`src/rtl/adder_pkg.sv`:
```
// Shared types for the serial nibble adder.
// FSM state encoding and digit width.
package adder_pkg;

  localparam int DIGIT_W = 4;

  typedef enum logic [1:0] {
    IDLE = 2'd0,
    RUN  = 2'd1,
    DONE = 2'd2
  } state_e;

endpackage

```
`src/rtl/nibble_add.sv`:
```
// Combinational 4-bit ripple-carry digit adder.
// One instance is reused every cycle by the serial adder.
module nibble_add
  import adder_pkg::*;
(
  input  logic [DIGIT_W-1:0] a,
  input  logic [DIGIT_W-1:0] b,
  input  logic               cin,
  output logic [DIGIT_W-1:0] sum,
  output logic               cout
);

  logic [DIGIT_W:0] c;

  // Ripple the carry bit by bit through the digit
  always_comb begin
    c    = '0;
    sum  = '0;
    c[0] = cin;
    for (int i = 0; i < DIGIT_W; i++) begin
      sum[i]   = a[i] ^ b[i] ^ c[i];
      c[i+1]   = (a[i] & b[i]) | (c[i] & (a[i] ^ b[i]));
    end
    cout = c[DIGIT_W];
  end

endmodule

```
`src/rtl/serial_nibble_adder.sv`:
```
// Digit-serial adder: one 4-bit digit per cycle, LSB first.
// Optional signed-overflow output V under SERIAL_ADDER_OVF_EN.
module serial_nibble_adder
  import adder_pkg::*;
#(
  parameter int NIBBLES = 4
) (
  input  logic                         clk,
  input  logic                         rst,
  input  logic                         start,
  input  logic [DIGIT_W*NIBBLES-1:0]   A,
  input  logic [DIGIT_W*NIBBLES-1:0]   B,
  input  logic                         Cin,
  output logic                         busy,
  output logic                         done,
  output logic [DIGIT_W*NIBBLES-1:0]   Sum,
`ifdef SERIAL_ADDER_OVF_EN
  output logic                         V,
`endif
  output logic                         Cout
);

  localparam int W  = DIGIT_W * NIBBLES;
  localparam int CW = (NIBBLES > 1) ? $clog2(NIBBLES) : 1;
  localparam logic [CW-1:0] LAST = CW'(NIBBLES - 1);

  state_e          state_q;
  logic [CW-1:0]   cnt_q;
  logic [W-1:0]    a_q, b_q, acc_q;
  logic [W-1:0]    a_d, b_d, acc_d;
  logic            carry_q;
  logic [W-1:0]    sum_q;
  logic            cout_q;
  logic            busy_q;
  logic            done_q;

  logic [DIGIT_W-1:0] dig_a, dig_b, dig_s;
  logic               dig_c;

  assign dig_a = a_q[DIGIT_W-1:0];
  assign dig_b = b_q[DIGIT_W-1:0];

  nibble_add u_nibble_add (
    .a    (dig_a),
    .b    (dig_b),
    .cin  (carry_q),
    .sum  (dig_s),
    .cout (dig_c)
  );

  // Consume the low digit of each operand; insert the new sum at the top
  always_comb begin
    a_d   = a_q >> DIGIT_W;
    b_d   = b_q >> DIGIT_W;
    acc_d = W'({dig_s, acc_q} >> DIGIT_W);
  end

`ifdef SERIAL_ADDER_OVF_EN
  logic v_q;
  logic msb_cin;
  assign msb_cin = dig_a[DIGIT_W-1] ^ dig_b[DIGIT_W-1] ^ dig_s[DIGIT_W-1];
`endif

  // Control FSM with registered status and result outputs
  always_ff @(posedge clk or posedge rst) begin
    if (rst) begin
      state_q <= IDLE;
      cnt_q   <= '0;
      a_q     <= '0;
      b_q     <= '0;
      acc_q   <= '0;
      carry_q <= 1'b0;
      sum_q   <= '0;
      cout_q  <= 1'b0;
      busy_q  <= 1'b0;
      done_q  <= 1'b0;
`ifdef SERIAL_ADDER_OVF_EN
      v_q     <= 1'b0;
`endif
    end else begin
      unique case (state_q)
        IDLE: begin
          done_q <= 1'b0;
          if (start) begin
            a_q     <= A;
            b_q     <= B;
            carry_q <= Cin;
            cnt_q   <= '0;
            acc_q   <= '0;
            busy_q  <= 1'b1;
            state_q <= RUN;
          end
        end
        RUN: begin
          a_q     <= a_d;
          b_q     <= b_d;
          acc_q   <= acc_d;
          carry_q <= dig_c;
          if (cnt_q == LAST) begin
            cnt_q   <= '0;
            sum_q   <= acc_d;
            cout_q  <= dig_c;
`ifdef SERIAL_ADDER_OVF_EN
            v_q     <= msb_cin ^ dig_c;
`endif
            busy_q  <= 1'b0;
            done_q  <= 1'b1;
            state_q <= DONE;
          end else begin
            cnt_q <= cnt_q + CW'(1);
          end
        end
        DONE: begin
          done_q  <= 1'b0;
          state_q <= IDLE;
        end
        default: begin
          busy_q  <= 1'b0;
          done_q  <= 1'b0;
          state_q <= IDLE;
        end
      endcase
    end
  end

  assign busy = busy_q;
  assign done = done_q;
  assign Sum  = sum_q;
  assign Cout = cout_q;
`ifdef SERIAL_ADDER_OVF_EN
  assign V    = v_q;
`endif

endmodule
```
`config.mk`:
```
export PLATFORM = sky130hd
export DESIGN_NAME = serial_nibble_adder
export DESIGN_NICKNAME = d
export VERILOG_FILES = /design/src/rtl/adder_pkg.sv /design/src/rtl/nibble_add.sv /design/src/rtl/serial_nibble_adder.sv
export SDC_FILE = /design/constraint.sdc
export NUM_CORES = 1
export LEC_CHECK = 0
export ABC_CLOCK_PERIOD_IN_PS = 2790
export BUFFER_PORTS_ARGS = -buffer_cell sky130_fd_sc_hd__buf_2
export CAP_MARGIN = 20
export CORE_UTILIZATION = 57
export CTS_BUF_LIST = sky130_fd_sc_hd__clkbuf_8
export CTS_CLUSTER_SIZE = 8
export DETAILED_ROUTE_END_ITERATION = 7
export HOLD_SLACK_MARGIN = 0.15
export PLACE_DENSITY = 0.81
export SLEW_MARGIN = 10
export SYNTH_ARGS = -nofsm -noshare
export SYNTH_HDL_FRONTEND = slang
export SYNTH_SLANG_ARGS = --single-unit
```
`constraint.sdc`:
```
create_clock -name clk -period 2.79 [get_ports clk]
set_input_delay 0 -clock clk [delete_from_list [all_inputs] [get_ports clk]]
set_output_delay 0 -clock clk [all_outputs]
set_load 0.02 [all_outputs]
```
Word level (Yosys, flattened, before mapping)
Index checks and enable logic that the tools add are counted.

operators by class
  add/sub/neg operators = 1
  reduce and logical (&&, ||, !) cells = 6
  bitwise operators = 21
  equal/unequal tests = 5
  multiplexer cells = 19

operator list
  cell                                            number
  case mux 16 bit (2 select lines)                3
  2-to-1 mux 16 bit                               3
  bitwise AND 1 bit                               8
  2-to-1 mux 2 bit                                4
  case mux 2 bit (2 select lines)                 2
  bitwise XOR 1 bit                               8
  AND reduction 2 bit                             3
  2-to-1 mux 1 bit                                5
  == test 2 bit (second input constant)           2
  != test 2 bit (second input constant)           2
  OR 1 bit                                        4
  case mux 1 bit (3 select lines)                 1
  AND reduction 3 bit                             1
  adder 2 x 1 -> 2 bit (second input constant)    1
  == test 2 x 1 -> 1 bit (second input constant)  1
  logical NOT 2 bit                               1
  case mux 1 bit (2 select lines)                 1
  nonzero test 2 bit                              1
  inverter 1 bit                                  1

storage, ports and cells
  output and inout bits = 19
  register bits = 72
  input bits = 36
  word-level logic and storage cells = 62

Logic depth before layout (Yosys ltp)
  depth after elaboration = 10
  mapped depth = 8

By module
Synthesis repeated with hierarchy kept, for this count alone.

unflattened totals
  cells, all modules = 263
  area, all modules = 3015.4 um2

by module, submodules not included
  module               times used  sequential area each (um2)  area each (um2)  cells each
  serial_nibble_adder  1           1701.6                      2897.8           249
  nibble_add           1           0.0                         117.6            14

Least setup slack after synthesis
OpenSTA, ideal clock, no wires.

  path type = reg2reg
  start = reg b_q[0]
  end = reg sum_q[15] (netlist: Sum[15])
  data arrival time = 1.973 ns
  setup slack = 0.735 ns
  stages on the path, launching flop included = 9
  required time = 2.707 ns
  setup time = 0.083 ns
  clock period less this slack = 2.055 ns
  cell sequence = dfrtp_1 -> inv_1 -> fa_1 -> inv_1 -> fa_1 -> fa_1 -> inv_1 -> fa_1 -> o21ai_0

between the ends
  word-level cells in the longest chain between the ends = 8
  elaborated cells on any way between the ends = 9
  those cells by class = 9 x bitwise

ends and longest elaborated chain
  what                      RTL line                    source
  start: declaration        serial_nibble_adder.sv:29   logic [W-1:0] a_q, b_q, acc_q;
  start signal: assignment  serial_nibble_adder.sv:70   b_q <= '0;
  start signal: assignment  serial_nibble_adder.sv:86   b_q <= B;
  start signal: assignment  serial_nibble_adder.sv:96   b_q <= b_d;
  bitwise XOR 1 bit         nibble_add.sv:22            c[i+1] = (a[i] & b[i]) | (c[i] & (a[i] ^ b[i]));
  bitwise AND 1 bit         nibble_add.sv:22
  OR 1 bit *                nibble_add.sv:22
  bitwise AND 1 bit *       nibble_add.sv:22
  OR 1 bit *                nibble_add.sv:22
  bitwise AND 1 bit *       nibble_add.sv:22
  OR 1 bit *                nibble_add.sv:22
  bitwise XOR 1 bit *       nibble_add.sv:21            sum[i] = a[i] ^ b[i] ^ c[i];
  end signal: assignment    serial_nibble_adder.sv:73   sum_q <= '0;
  end signal: assignment    serial_nibble_adder.sv:101  sum_q <= acc_d;
  end: declaration          serial_nibble_adder.sv:32   logic [W-1:0] sum_q;

Every way passes the cells marked *; elsewhere a longest branch is shown, timed or not.
A chain may end at the register's enable or synchronous reset.

Final worst setup path
  start = reg carry_q
  end = reg acc_q[15]

between the ends
  word-level cells in the longest chain between the ends = 8

ends and longest elaborated chain
  what                              RTL line                   source
  start: declaration                serial_nibble_adder.sv:31  logic carry_q;
  start signal: assignment          serial_nibble_adder.sv:87  carry_q <= Cin;
  start signal: assignment          serial_nibble_adder.sv:98  carry_q <= dig_c;
  bitwise AND 1 bit                 nibble_add.sv:22
  OR 1 bit                          nibble_add.sv:22
  bitwise AND 1 bit                 nibble_add.sv:22
  OR 1 bit                          nibble_add.sv:22
  bitwise AND 1 bit                 nibble_add.sv:22
  OR 1 bit                          nibble_add.sv:22
  bitwise XOR 1 bit                 nibble_add.sv:21
  case mux 16 bit (2 select lines)  serial_nibble_adder.sv:81  unique case (state_q)
  end signal: assignment            serial_nibble_adder.sv:71  acc_q <= '0;
  end signal: assignment            serial_nibble_adder.sv:89  acc_q <= '0;
  end signal: assignment            serial_nibble_adder.sv:97  acc_q <= acc_d;
  end: declaration                  serial_nibble_adder.sv:29

No other way between the ends.

==> summary.txt <==
Pwr
  – Leakage power: between 1.5 and 2 nW
  – PwrDens: 1110 nW/um^2
  – Clock power frac: between 10% and 20%
  – Share of power burned in registers: 40.4%
  – Max IR drop VDD: 478 uV
  – Sw frac: 37.8%
  – Internal Power: 2.64 mW
  – Sw power: 1.61 mW
  – Comb power frac: 41.7%

CTS
  – TritonCTS clock tree: built
  – Clock transition at the registers of the reported paths: 70 ps
  – Clock tree buffer depth: 2
  – Clock Sinks: just under 70
  – CTS Buf Count: 9
  – Post-CTS setup buffers: 0
  – Htree depth: 3
  – Clk_lat worst skew: 340 ps
  – Root buffer cell: clkbuf_8

STA
  – Slew headroom: 54.3%
  – Clock skew: roughly 4.7 ps
  – Highest clock rate: about 450 MHz
  – Final Hold Vio Count: 0
  – RSZ-0062 raised after global routing: false
  – Final Cycle Share: 79.0%
  – Min cycle time layout: between 2000 and 2500 ps
  – Final setup viols: 0
  – Setup_tns: 0 ps
  – Slew Viols, Final: 0
  – Actual slew at the worst max-slew pin: 684 ps

Routing
  – 1st-pass router iterations: 4
  – Drt total wl: 6820 microns
  – Avg Vias per Cell: around 5.6
  – Wirelength per Cell: 16.2 microns
  – Iter 0 DRT Violations: around 120
  – Via count: 2,340
  – Residual DRC: 0
  – Routed Antenna Nets: 0

Global routing
  – Number of global-route vias before repair: 2,449
  – First-pass GRT wire length: 11,300 microns
  – Initial antenna violation count: 0
  – GR Util met3: 4.20%
  – Met1 Use GR: 35.0%
  – GR Layer Usage met2: between 40% and 50%
  – Global router's overall resource usage: 28.1%
  – Pin count of the biggest net entering global routing: 34
  – Grt total ovfl: 0
  – Busiest grt layer: met2

Finish
  – Most frequent cells in the layout: dfrtp_1 (68), buf_2 (54), dlygate4sd3_1 (34)
  – Fraction of layout cells with a size suffix above 1: 26.9%
  – Layout area overhead: 28.6%
  – Count of non-filler cells in the finished layout: 420
  – Fillers: 325
  – Final Cell Area: about 3800 sq um
  – Register area: 1700 sq um
  – Area occupied by multi-input gates: 1100 sq um
  – Antenna fix cells: 0
  – Nets: 389
  – Commonest non-fill, non-tap cell in the layout: dfrtp_1

Floorplanning
  – Die height: 74.4 microns
  – Die ar.: around 5500 sq um
  – CORE AREA: 4880 sq um
  – # IOs: 55
  – Row cnt: 25
  – Starting Density: 61.2%
  – Die Span X: 74.4 microns

Setup path
  – Arrival time worst endpoint: 2450 ps
  – Most used cell, CP: fa_1
  – CP required: 3040 ps
  – Critical Path Start Type: flip-flop
  – CP max stage delay: slightly above 400 ps
  – CP cell instances: inv_1 > fa_1 > inv_1 > fa_1 > fa_1 > inv_1 > fa_1 > o21ai_0
  – CP max-delay cell: fa_1
  – Max FO, Critical Path: 3
  – Worst setup EP type: flip-flop
  – Crit Path Class: flip-flop to flip-flop

Synth
  – Avg Cell Area, Syn: 11.6 sq um
  – Register area share after synthesis: 57.0%
  – Asr flop ratio synth: 100%
  – Main synth FF type: dfrtp_1
  – Post-synth cell types: 30
  – Most area-consuming cells after synthesis: dfrtp_1 (57%), mux2_2 (5.3%), a22o_1 (4.7%)
  – Post-synth top area share: 57.0%
  – Flops & latches, synth: 68
  – Post-Synthesis Cells: 258
  – Synthesized cell area: 2990 sq um
  – Yosys warnings: 0
  – Biggest area consumer among synthesized cells: dfrtp_1
  – Synth Net Count: roughly 300
  – Post-synth EDFFs: 0

Place
  – Placer congestion estimate: a little over 0.8
  – Post-place instance area: 3320 sq um
  – DP HPWL: 4230 microns
  – Placed cells: 370
  – PortBufs: 54

Min path
  – Hold WC Path Type: input pin to flip-flop

Job
  – Max_cap viols: 0

Status
  – Status: completed
[metal layers]
layer | vias up | share of wire [%]
met5 | - | 0
met4 | 0 | 2.5
met3 | 16 | 4.1
met2 | 80 | 51
met1 | 1145 | 42
li1 | 1099 | -
[cells in the mapped netlist (2+ instances only)]
| library cell | number |
|---|---|
| dfrtp_1 | 68 |
| inv_1 | 21 |
| a22o_1 | 16 |
| nand2_1 | 16 |
| a21oi_1 | 14 |
| mux2_2 | 14 |
| o21ai_0 | 14 |
| nor2_1 | 13 |
| buf_2 | 12 |
| nor3b_1 | 11 |
| o22a_1 | 11 |
| o22ai_1 | 6 |
| o311a_1 | 5 |
| or4b_1 | 5 |
| a211oi_1 | 4 |
| clkbuf_1 | 4 |
| fa_1 | 4 |
| nor4b_1 | 4 |
| a22oi_1 | 2 |
| buf_6 | 2 |
| nand2b_1 | 2 |
| or2b_1 | 2 |
[per-stage QoR]
stage	power (mW)	utilization (%)	hold slack, ps	worst slack, ps
after floorplan	2.97	-	133	735
after global placement	3.38	68.0	133	667
after detailed placement	3.46	68.0	138	595
after CTS	4.27	78.7	224	581
after global routing	4.55	78.7	302	440
final	4.25	78.7	245	586
[critical path, delay by kind of cell (launching register included)]
family                     cells  cell delay, ps
adders and majority gates      4            1340
DFF                            1             370
buffers and inverters          3             230
AOI/OAI and AO/OA              1             180
[path summary, 6_finish.rpt]
path	startpoint	end	slack [ps]	depth (start not counted)
setup / recovery	carry_q	acc_q[15]	590	8
setup reg to reg	carry_q	acc_q[15]	590	8
min in group asynchronous	rst	Sum[0]	310	3
max in group asynchronous	rst	a_q[5]	1660	4
hold / removal	start	b_q[0]	250	3
hold reg to reg	cnt_q[0]	cnt_q[0]	490	1
[sequential cells by signal, summed over array words and instances, names as in the netlist]
signal,flops
carry_q,1
state_q,2
Sum,16
Cout,1
acc_q,12
b_q,16
done,1
busy,1
cnt_q,2
a_q,16
[layout make-up]
class                      instances  area share (%)
sequential                        68            44.3
multi-input combinational        149            28.8
timing repair buffer              98            17.8
clock buffer                       9            3.22
tap                               67            2.18
inverter                          22            2.15
clock inverter                     7            1.56
[what timing repair did]
item | CTS | global route
endpoints found under the hold margin | 64 | 0
hold buffers | 34 | 0
gates resized for setup | 0 | 0
[power groups by stage]
stage | logic (mW) | clock network [mW] | registers (mW)
floorplan | 1.18 | 0 | 1.80
global placement | 1.66 | 0 | 1.71
detailed placement | 1.73 | 0 | 1.73
CTS | 1.77 | 0.773 | 1.72
global route | 1.97 | 0.804 | 1.77
finish | 1.77 | 0.760 | 1.72
[logic make-up after synthesis]
| group | synth area share, % |
|---|---|
| AOI/OAI and AO/OA | 17.8 |
| DFF | 57.0 |
| and+or+nand+nor | 10.6 |
| buffers and inverters | 6.20 |
| muxes | 5.28 |
| adders and majority gates | 3.10 |
No activity file was read; power rests on OpenSTA's default activity.
